$ cat config.mk
export PLATFORM = sky130hd
export DESIGN_NAME = adc_frame_packetizer
export DESIGN_NICKNAME = d
export VERILOG_FILES = /design/src/rtl/fda_pkg.sv /design/src/rtl/tx_byte_handshake.sv /design/src/rtl/adc_frame_packetizer.sv
export SDC_FILE = /design/constraint.sdc
export NUM_CORES = 1
export LEC_CHECK = 0
export BUFFER_PORTS_ARGS = -buffer_cell sky130_fd_sc_hd__buf_2
export CORE_MARGIN = 3
export CORE_UTILIZATION = 25
export DETAILED_ROUTE_END_ITERATION = 8
export SYNTH_ARGS = -nofsm -noshare
export SYNTH_HDL_FRONTEND = slang
export SYNTH_HIERARCHICAL = 1
export SYNTH_SLANG_ARGS = --single-unit
export TNS_END_PERCENT = 20
$ cat constraint.sdc
create_clock -name clk -period 8.4 [get_ports clk]
set_clock_uncertainty 0.1 [all_clocks]
set_input_delay 1.26 -clock clk [delete_from_list [all_inputs] [get_ports clk]]
set_output_delay 1.26 -clock clk [all_outputs]
set_load 0.05 [all_outputs]
$ cat src/rtl/fda_pkg.sv
// rtl/fda_pkg.sv - shared types and constants for the ADC frame packetizer
package fda_pkg;

    typedef enum logic [3:0] {
        ST_IDLE,
        ST_SYNC0,
        ST_SYNC1,
        ST_LEN_HI,
        ST_LEN_LO,
        ST_PAY_REQ,
        ST_PAY_WAIT,
        ST_PAY_TX,
        ST_CHK,
        ST_DONE
    } fda_state_t;

    localparam logic [7:0] FDA_SYNC0    = 8'hA5;
    localparam logic [7:0] FDA_SYNC1    = 8'h5A;
    localparam logic [7:0] FDA_PAD_BYTE = 8'h00;

    typedef logic [15:0] fda_len_t;

    // Byte that brings the 8-bit sum of length, payload and itself to zero.
    function automatic logic [7:0] fda_check_byte(input logic [7:0] sum);
        return ~sum + 8'd1;
    endfunction

endpackage

$ cat src/rtl/tx_byte_handshake.sv
// rtl/tx_byte_handshake.sv - request/accept front end for the UART write port
module tx_byte_handshake (
    input  logic       clk,
    input  logic       rst_n,
    input  logic       req,
    input  logic [7:0] req_data,
    input  logic       tx_busy,
    output logic       accept,
    output logic [7:0] tx_data,
    output logic       tx_wr
);

    logic holdoff;

    // The UART raises busy a cycle late, so block both the strobe cycle and the one after it.
    assign accept = req && !tx_busy && !tx_wr && !holdoff;

    always_ff @(posedge clk or negedge rst_n) begin
        if (!rst_n) begin
            tx_wr   <= 1'b0;
            tx_data <= 8'h00;
            holdoff <= 1'b0;
        end else begin
            tx_wr   <= accept;
            holdoff <= tx_wr;
            if (accept) begin
                tx_data <= req_data;
            end
        end
    end

endmodule

$ cat src/rtl/adc_frame_packetizer.sv
// rtl/adc_frame_packetizer.sv - frames capture FIFO bytes as sync/length/payload/check packets
module adc_frame_packetizer
    import fda_pkg::*;
#(
    parameter logic [7:0]  SYNC0          = FDA_SYNC0,
    parameter logic [7:0]  SYNC1          = FDA_SYNC1,
    parameter int unsigned TIMEOUT_CYCLES = 1000000,
    parameter logic [7:0]  PAD_BYTE       = FDA_PAD_BYTE
) (
    input  logic        clk,
    input  logic        reset_n,
    input  logic        enable,
    input  logic [15:0] frame_len,
    input  logic        data_ready,
    input  logic [7:0]  fifo_data,
    output logic        fifo_rd,
    input  logic        tx_busy,
    output logic [7:0]  tx_data,
    output logic        tx_wr,
    output logic        frame_active,
    output logic [7:0]  frame_count,
    output logic        underrun
);

    fda_state_t  state;
    fda_len_t    len_q;
    fda_len_t    remaining;
    logic [7:0]  checksum;
    logic [31:0] timeout_cnt;
    logic [7:0]  hold_q;
    logic        pad_mode;

    logic        req;
    logic [7:0]  req_data;
    logic        accept;

    always_comb begin
        req      = 1'b0;
        req_data = hold_q;
        case (state)
            ST_SYNC0:  begin req = 1'b1; req_data = SYNC0;        end
            ST_SYNC1:  begin req = 1'b1; req_data = SYNC1;        end
            ST_LEN_HI: begin req = 1'b1; req_data = len_q[15:8];  end
            ST_LEN_LO: begin req = 1'b1; req_data = len_q[7:0];   end
            ST_PAY_TX: begin req = 1'b1; req_data = hold_q;       end
            ST_CHK:    begin req = 1'b1; req_data = fda_check_byte(checksum); end
            default:   ;
        endcase
    end

    tx_byte_handshake u_tx_hs (
        .clk      (clk),
        .rst_n    (reset_n),
        .req      (req),
        .req_data (req_data),
        .tx_busy  (tx_busy),
        .accept   (accept),
        .tx_data  (tx_data),
        .tx_wr    (tx_wr)
    );

    always_ff @(posedge clk or negedge reset_n) begin
        if (!reset_n) begin
            state        <= ST_IDLE;
            len_q        <= '0;
            remaining    <= '0;
            checksum     <= 8'h00;
            timeout_cnt  <= 32'd0;
            hold_q       <= 8'h00;
            pad_mode     <= 1'b0;
            fifo_rd      <= 1'b0;
            frame_active <= 1'b0;
            frame_count  <= 8'h00;
            underrun     <= 1'b0;
        end else begin
            fifo_rd <= 1'b0;
            case (state)
                ST_IDLE: begin
                    if (enable && data_ready) begin
                        len_q        <= frame_len;
                        remaining    <= frame_len;
                        checksum     <= 8'h00;
                        timeout_cnt  <= 32'd0;
                        frame_active <= 1'b1;
                        state        <= ST_SYNC0;
                    end
                end
                ST_SYNC0: if (accept) state <= ST_SYNC1;
                ST_SYNC1: if (accept) state <= ST_LEN_HI;
                ST_LEN_HI: begin
                    if (accept) begin
                        checksum <= checksum + len_q[15:8];
                        state    <= ST_LEN_LO;
                    end
                end
                ST_LEN_LO: begin
                    if (accept) begin
                        checksum <= checksum + len_q[7:0];
                        state    <= (len_q == 16'd0) ? ST_CHK : ST_PAY_REQ;
                    end
                end
                ST_PAY_REQ: begin
                    if (data_ready) begin
                        fifo_rd     <= 1'b1;
                        timeout_cnt <= 32'd0;
                        state       <= ST_PAY_WAIT;
                    end else if (timeout_cnt == TIMEOUT_CYCLES - 1) begin
                        pad_mode    <= 1'b1;
                        underrun    <= 1'b1;
                        hold_q      <= PAD_BYTE;
                        timeout_cnt <= 32'd0;
                        state       <= ST_PAY_TX;
                    end else begin
                        timeout_cnt <= timeout_cnt + 32'd1;
                    end
                end
                ST_PAY_WAIT: begin
                    // The FIFO registers the strobe, so its data lands the cycle after fifo_rd drops.
                    if (!fifo_rd) begin
                        hold_q <= fifo_data;
                        state  <= ST_PAY_TX;
                    end
                end
                ST_PAY_TX: begin
                    if (accept) begin
                        checksum  <= checksum + hold_q;
                        remaining <= remaining - 16'd1;
                        if (remaining == 16'd1) begin
                            state <= ST_CHK;
                        end else if (!pad_mode) begin
                            state <= ST_PAY_REQ;
                        end
                    end
                end
                ST_CHK: if (accept) state <= ST_DONE;
                ST_DONE: begin
                    frame_count  <= frame_count + 8'd1;
                    frame_active <= 1'b0;
                    pad_mode     <= 1'b0;
                    state        <= ST_IDLE;
                end
                default: state <= ST_IDLE;
            endcase
        end
    end

endmodule
==> flow_summary.ini, run 1 <==
[die]
die_x_um = 164
core_um2 = 24300
start_util_pct = 25.5
fp.dieH_um = 164
pin_count = 49
dieArea_um2 = 26700
rows = 57

[route]
ant_nets = 0
via_per_inst = 5.08
post-route-drc-count = 0
vias = 5498
drt-total-wl_um = 16800
dr.first_iter.drc_count = 327
first_pass_iters = 5
wl_per_cell_um = 15.5

[logic_synthesis]
ys_ff_latch = 106
synthArstFlopShare_pct = 100
avgSynthCellArea_um2 = 8.59
ys_types = 66
syn_nets = 764
synth_ff_type = dfrtp_1
synthCells = 722
seq_area_frac_synth_pct = 42.8
synth_edf_count = 0
syn_area_um2 = 6200
ys.warnings.count = 6

[clocking]
cts_tree = built
cts_sinks = 106
cts-htree-levels = 3
cts_root_buffer = clkbuf_16
clk_latency_ns = 0.36
holdBufCountCts = 0
cts_resized = 0
cts_max_path_buffers = 2
clk_pin_slew_ns = 0.07
cts-buffers-inserted = 9
postCtsSetupBuffers = 0

[worst_setup_path]
critPathMaxStageDelay_ns = 0.90
critPathRequiredTime_ns = 8.56
cp_top_family = compound AO/OA/AOI/OAI gates
cp.arrival_ns = 4.42
cp.buffers_inverters = 0
path_max_fanout = 30
startpoint_type = flip-flop
cpMaxStageDelayCell = dfrtp_1
cp-end-kind = flip-flop
critical_path.cell_chain = nor4b_4, nor2_2, a221o_1, ha_1, a21oi_1, o211ai_1, a2111oi_0, or2_2, xnor2_1, o31ai_1
path_class = reg2reg

[cells_and_area]
final_common_cell = dfrtp_1
areaGrowthSynthToFinish_pct = 14.6
antenna_cells = 0
stdcell_count = 1083
mostFrequentLayoutCells = 106 x dfrtp_1, 100 x nand2_1, 65 x o21ai_0
fillers = 2560
nets = 796
postLayoutCellArea_um2 = 7110
drive_gt1_share_pct = 12.6

[timing]
fin_ws_ns = 4.14
period_share_pct = 50.7
fin_tns_setup_ns = 0
fmax_mhz = 235
setup_violations = 0
fin_crit_ns = 4.26
tightestPinTransition_ns = 0.992
hold_slack_ns = 0.361
hold_viol_final = 0
slew_headroom_pct = 33.6
rsz0062_at_grt = false
maxSlewViolCount = 0

[pwr]
internal-power_mw = 1.34
p_leak_nw = 3.02
irDropWorstVdd_mv = 0.166
powerDensity_nw_per_um2 = 334
power.share.combinational_pct = 44.0
clockPowerShare_pct = 20.2
switching_share_pct = 43.6
p_switching_mw = 1.04
pwr-share-seq_pct = 35.7

[grt]
grt-ovfl-total = 0
antenna_found_initial = 3
grt_pass1_wl_um = 27500
grt.total_usage_pct = 12.7
grt_pass1_vias = 5175
grt_max_degree = 55

[placement]
pre_cts_slack_ns = 4.24
gp_congestion = 0.869
io_buffers = 48
post-place-cells = 1067
postPlaceCellArea_um2 = 6770
hpwl_um = 11900

[run_status]
status = finished clean

[run]
maxCapViolations = 0

[worst_hold_path]
hp-class = reg2reg
[cell usage after synthesis, types with 4 or more instances]
master	number	area share (%)
a221o_1	8	1.3
xor2_1	5	0.71
nor2b_1	7	0.71
o21ai_0	65	5.2
o22ai_1	10	1.0
o22a_1	4	0.56
nand3_1	34	2.7
and3_1	7	0.71
xnor2_1	12	1.7
and2_1	9	0.91
clkbuf_1	22	1.3
mux2_2	9	1.6
dfrtp_1	106	43
a31oi_1	9	0.91
nand2b_1	8	0.81
buf_2	10	0.81
o21ai_1	18	1.5
nand2_1	100	6.1
inv_1	30	1.8
a21oi_1	41	3.3
nand4_1	11	1.1
nor2_1	58	3.5
nor3_1	18	1.5
ha_1	12	2.4
o31ai_1	12	1.5
a22oi_1	11	1.3
nor4_1	14	1.4
o41ai_1	5	0.71
mux2i_1	8	1.3
or2_2	4	0.40
[per-layer routing]
metal	GRT usage, %	vias up	share of wire, %
met5	0	-	0.17
met4	5.38	6	2.0
met3	1.70	25	4.4
met2	19.2	128	45
met1	18.1	2654	49
li1	-	2685	-
[flip-flops by register name (all words and copies together), names as in the netlist]
register	flops
state	4
len_q	16
frame_count	8
u_tx_hs/tx_data	8
remaining	16
checksum	8
u_tx_hs/tx_wr	1
pad_mode	1
underrun	1
frame_active	1
timeout_cnt	32
u_tx_hs/holdoff	1
hold_q	8
fifo_rd	1
[power groups by stage]
stage          registers (mW)  logic (mW)  clock network [mW]
6_report                0.849        1.04               0.481
3_3_place_gp            0.852        1.02                   0
3_5_place_dp            0.854        1.04                   0
5_1_grt                 0.871        1.17               0.511
4_1_cts                 0.845        1.05               0.495
2_1_floorplan           0.860       0.766                   0
[worst reg2reg max path, stage by stage (launching register included)]
cell       delay, ns
dfrtp_1         0.90
nor4b_4         0.88
nor2_2          0.22
a221o_1         0.36
ha_1            0.28
a21oi_1         0.22
o211ai_1        0.15
a2111oi_0       0.53
or2_2           0.24
xnor2_1         0.07
o31ai_1         0.21
[final timing paths]
kind	start	endpoint	slack (ns)	cells after the start
setup / recovery	state[2]	checksum[7]	4.14	10
hold / removal	u_tx_hs/tx_wr	u_tx_hs/holdoff	0.36	0
setup reg to reg	state[2]	checksum[7]	4.14	10
hold reg to reg	u_tx_hs/tx_wr	u_tx_hs/holdoff	0.36	0
max in group asynchronous	reset_n	checksum[3]	6.22	2
min in group asynchronous	reset_n	frame_count[5]	0.83	1
[area by class of cell]
cell class                 instances  area [um2]  area share [%]
clock buffer                      11         253            3.56
clock inverter                     5        85.1            1.20
inverter                          30         113            1.58
multi-input combinational        551        3300            46.4
sequential                       106        2650            37.3
tap                              324         405            5.70
timing repair buffer              56         303            4.26
[kinds of logic after synthesis]
group / synth area share (%)
muxes: 2.92
DFF: 42.8
AOI/OAI and AO/OA: 20.6
and+or+nand+nor: 24.3
buffers and inverters: 4.26
xor gates and xnor gates: 2.40
adders and majority gates: 2.74
[metrics by stage]
| stage | power, mW | util, % |
|---|---|---|
| global route | 2.55 | 29.2 |
| detailed placement | 1.90 | 27.8 |
| floorplan | 1.63 | - |
| finish | 2.37 | 29.2 |
| global placement | 1.87 | 27.8 |
| CTS | 2.38 | 29.2 |
No activity file was read; power rests on OpenSTA's default activity.
==> run 2, diff against run 1 <==
==> constraint.sdc (replaced) <==
create_clock -name clk -period 4.3 [get_ports clk]
set_clock_uncertainty 0.1 [all_clocks]
set_input_delay 0.645 -clock clk [delete_from_list [all_inputs] [get_ports clk]]
set_output_delay 0.645 -clock clk [all_outputs]
set_load 0.05 [all_outputs]
==> flow_summary.ini, run 2 (synthesized netlist as in run 1, its figures left out) <==
[cells_and_area]
post-route-util_pct = 29.1
top_register = timeout_cnt
nets = 800
largest_reg_flops = 32
stdcell_count = 1087
reg_top3 = timeout_cnt x32, len_q x16, remaining x16
final_common_cell = dfrtp_1
drive_gt1_share_pct = 13.1
seqCellArea_um2 = 2650
mostFrequentLayoutCells = 106 x dfrtp_1, 100 x nand2_1, 65 x o21ai_0
areaGrowthSynthToFinish_pct = 14.0
multiInputGateArea_um2 = 3300
postLayoutCellArea_um2 = 7070
fillers = 2581

[route]
first_pass_iters = 5
post-route-drc-count = 0
ant_nets = 0
vias = 5515
wl_per_cell_um = 15.4
drt-total-wl_um = 16700
via_per_inst = 5.07
dr.first_iter.drc_count = 492

[placement]
pre_cts_slack_ns = 0.735
post-place-cells = 1071
hpwl_um = 12000
io_buffers = 48
gp_congestion = 0.862
postPlaceCellArea_um2 = 6800

[die]
dieArea_um2 = 26700
core_um2 = 24300
die_x_um = 164
fp.dieH_um = 164
start_util_pct = 25.5
rows = 57
pin_count = 49

[clocking]
postCtsSetupBuffers = 0
cts_resized = 0
cts-buffers-inserted = 9
cts_max_path_buffers = 2
clk_latency_ns = 0.36
clk_pin_slew_ns = 0.07
cts-htree-levels = 3
cts_root_buffer = clkbuf_16
cts_sinks = 106
holdBufCountCts = 0
cts_tree = built

[worst_hold_path]
hp-class = in2async

[timing]
rsz0062_at_grt = false
fin_ws_ns = 0.629
fin_tns_setup_ns = 0
hold_slack_ns = 0.230
maxSlewViolCount = 0
tightestPinTransition_ns = 1.06
hold_viol_final = 0
slew_headroom_pct = 28.7
period_share_pct = 85.4
fmax_mhz = 272
setup_violations = 0
fin_crit_ns = 3.67

[worst_setup_path]
critical_path.cell_chain = nor4b_4, nor2_2, a221o_1, ha_1, a21oi_1, o211ai_1, a2111oi_0, or2_2, xnor2_1, o31ai_1
path_max_fanout = 18
reg2regPathDepth = 10
worstReg2RegEnd = checksum[7]
cp-end-kind = flip-flop
critPathMaxStageDelay_ns = 0.66
startpoint_type = flip-flop
r2r_start = state[1]
cp.arrival_ns = 3.83
path_class = reg2reg
cpMaxStageDelayCell = nor4b_4
critPathRequiredTime_ns = 4.46
rrSetupSlack_ns = 0.63

[grt]
antenna_found_initial = 2
grt.total_usage_pct = 12.7
grt_max_degree = 56
grt_pass1_vias = 5202
grt_pass1_wl_um = 27700
grt-ovfl-total = 0

[run_status]
status = finished clean

[pwr]
powerDensity_nw_per_um2 = 636
irDropWorstVdd_mv = 0.310
p_leak_nw = 3.01
power.total_mw = 4.50

[run]
maxCapViolations = 0
-- run 2: area by class of cell --
class	count	share of cell area (%)
antenna	1	0.0354
clock buffer	9	3.18
clock inverter	6	0.601
inverter	30	1.59
multi-input combinational	551	46.6
sequential	106	37.5
tap	324	5.73
timing repair buffer	60	4.71
-- run 2: per-layer routing --
layer / vias to the layer above / track usage (%) / share of wire, % / routed length, um
li1: 2697 / - / - / -
met1: 2675 / 19.0 / 49 / 8220
met2: 121 / 18.8 / 45 / 7450
met3: 20 / 1.98 / 4.5 / 758
met4: 2 / 3.81 / 1.7 / 288
met5: - / 0 / 0.078 / 13
-- run 2: power by group --
group | internal (mW) | switching [mW]
combinational | 0.810 | 1.29
clock | 0.392 | 0.385
sequential | 1.28 | 0.348
-- run 2: how the worst max path moves through the flow --
| stage | from | end | slack [ns] | cells after the start |
|---|---|---|---|---|
| 2_1_floorplan | state[0] | checksum[7] | 1.06 | 11 |
| 3_3_place_gp | state[1] | checksum[7] | 0.82 | 10 |
| 3_5_place_dp | state[1] | checksum[7] | 0.73 | 10 |
| 4_1_cts | state[1] | checksum[7] | 0.72 | 10 |
| 5_1_grt | state[1] | checksum[7] | 0.36 | 10 |
| 6_report | state[1] | checksum[7] | 0.63 | 10 |
-- run 2: worst max-delay path, delay by kind of cell (launching register included) --
family | cells | cell delay [ns]
adder cells (fa/ha/maj) | 1 | 0.28
AND/OR/NAND/NOR | 3 | 1.10
AO/OA/AOI/OAI | 5 | 1.38
XOR/XNOR | 1 | 0.08
flip-flops | 1 | 0.61
==> run 3, diff against run 2 <==
==> constraint.sdc (replaced) <==
create_clock -name clk -period 3.05 [get_ports clk]
set_clock_uncertainty 0.1 [all_clocks]
set_input_delay 0.4575 -clock clk [delete_from_list [all_inputs] [get_ports clk]]
set_output_delay 0.4575 -clock clk [all_outputs]
set_load 0.05 [all_outputs]
==> flow_summary.ini, run 3 (synthesized netlist as in run 1, its figures left out) <==
[run_status]
status = finished clean

[cells_and_area]
postLayoutCellArea_um2 = 7300
drive_gt1_share_pct = 15.3
nets = 820
areaGrowthSynthToFinish_pct = 17.6
post-route-util_pct = 30.0
fillers = 2590
largest_reg_flops = 32
mostFrequentLayoutCells = 106 x dfrtp_1, 100 x nand2_1, 64 x o21ai_0
final_common_cell = dfrtp_1
reg_top3 = timeout_cnt x32, len_q x16, remaining x16
seqCellArea_um2 = 2650
top_register = timeout_cnt
multiInputGateArea_um2 = 3310

[timing]
tightestPinTransition_ns = 0.985
fmax_mhz = 344
slew_headroom_pct = 34.4
hold_viol_final = 0
hold_slack_ns = 0.206
maxSlewViolCount = 0
fin_tns_setup_ns = 0
setup_violations = 0
rsz0062_at_grt = true
period_share_pct = 95.4
fin_crit_ns = 2.91

[pwr]
powerDensity_nw_per_um2 = 913
p_leak_nw = 3.14
power.total_mw = 6.66
irDropWorstVdd_mv = 0.495

[worst_setup_path]
cp.buffers_inverters = 1
path_class = reg2reg
cp-end-kind = flip-flop
cp_top_family = simple AND/OR/NAND/NOR gates
cpMaxStageDelayCell = dfrtp_1
critical_path.cell_chain = buf_4, or2_1, or2_4, o21ai_1, nor4b_4, a21oi_1, a22oi_1, o22ai_1, nand3b_1, a211o_1
cp.arrival_ns = 3.05
critPathRequiredTime_ns = 3.19
path_max_fanout = 15
startpoint_type = flip-flop
critPathMaxStageDelay_ns = 0.43

[die]
core_um2 = 24300
start_util_pct = 25.5
die_x_um = 164
fp.dieH_um = 164
rows = 57
dieArea_um2 = 26700
pin_count = 49

[run]
maxCapViolations = 0

[grt]
grt.total_usage_pct = 12.7
antenna_found_initial = 3
grt-ovfl-total = 0
grt_max_degree = 56
grt_pass1_vias = 5188
grt_pass1_wl_um = 27600

[placement]
io_buffers = 48
gp_congestion = 0.835
hpwl_um = 12200
postPlaceCellArea_um2 = 6940

[route]
dr.first_iter.drc_count = 506
first_pass_iters = 5
ant_nets = 0
post-route-drc-count = 0
wl_per_cell_um = 15.0
drt-total-wl_um = 16600
vias = 5623
via_per_inst = 5.07

[clocking]
cts-htree-levels = 3
clk_latency_ns = 0.36
cts_max_path_buffers = 2
cts-buffers-inserted = 9
cts_sinks = 106
cts_tree = built
clk_pin_slew_ns = 0.08
cts_root_buffer = clkbuf_16

[worst_hold_path]
hp-class = in2reg
-- run 3: changes by cell type in the layout (fill, tap and decap cells not counted), sizes merged --
cell	delta
buf	+19
bufinv	+1
clkinv	-2
clkinvlp	-2
diode	+1
dlygate4sd3	+1
inv	+4
-- run 3: worst reg2reg max path, stage by stage (launching register included) --
cell and delay [ns]:
dfrtp_1 0.43, buf_4 0.21, or2_1 0.25, or2_4 0.26, o21ai_1 0.10, nor4b_4 0.37, a21oi_1 0.12, a22oi_1 0.19
o22ai_1 0.12, nand3b_1 0.28, a211o_1 0.36
-- run 3: where the power goes --
group / switching, mW / internal (mW) / total (mW)
Combinational: 1.91 / 1.26 / 3.17
Clock: 0.590 / 0.664 / 1.25
Sequential: 0.433 / 1.80 / 2.24
Total: 2.94 / 3.72 / 6.66
-- run 3: routing by layer --
metal	vias to the layer above	wire [um]	share of wire (%)	GRT usage [%]
li1	2740	-	-	-
met1	2733	8140	49	18.4
met2	121	7290	44	19.0
met3	27	773	4.6	2.21
met4	2	427	2.6	4.54
met5	-	7	0.042	0
-- run 3: through the flow --
step	cells	setup slack (ns)
2_1_floorplan	722	-0.0665
3_3_place_gp	1088	0.0845
3_5_place_dp	1088	0.0196
4_1_cts	1105	0.0184
5_1_grt	1108	-0.0259
6_report	1109	0.141
-- run 3: final timing paths --
path	startpoint	endpoint	slack [ns]	depth (start not counted)
min	frame_len[0]	len_q[0]	0.21	3
min in group asynchronous	reset_n	frame_count[7]	0.46	2
max reg2reg	state[0]	state[1]	0.14	10
min reg2reg	frame_count[7]	frame_count[7]	0.38	1
max in group asynchronous	reset_n	checksum[5]	1.72	3
max	state[0]	state[1]	0.14	10
-- run 3: area by class of cell --
| cell class | instances | area share (%) |
|---|---|---|
| multi-input cells | 551 | 45.3 |
| flip-flops and latches | 106 | 36.4 |
| repair buffers | 80 | 6.83 |
| well taps | 324 | 5.56 |
| clock buffers | 9 | 3.09 |
| inverters | 30 | 1.54 |
| clock inverters | 7 | 1.23 |
| diodes | 2 | 0.0686 |
-- run 3: what timing repair did --
| action | in CTS | in global routing |
|---|---|---|
| buffers inserted | 0 | 2 |
| hold endpoints to repair | 24 | 0 |
| cloned | 0 | 0 |
| resized for setup | 1 | 1 |
| endpoints found under the setup margin | 1 | 3 |
| pin swaps | 0 | 2 |
| hold buffers | 1 | 0 |
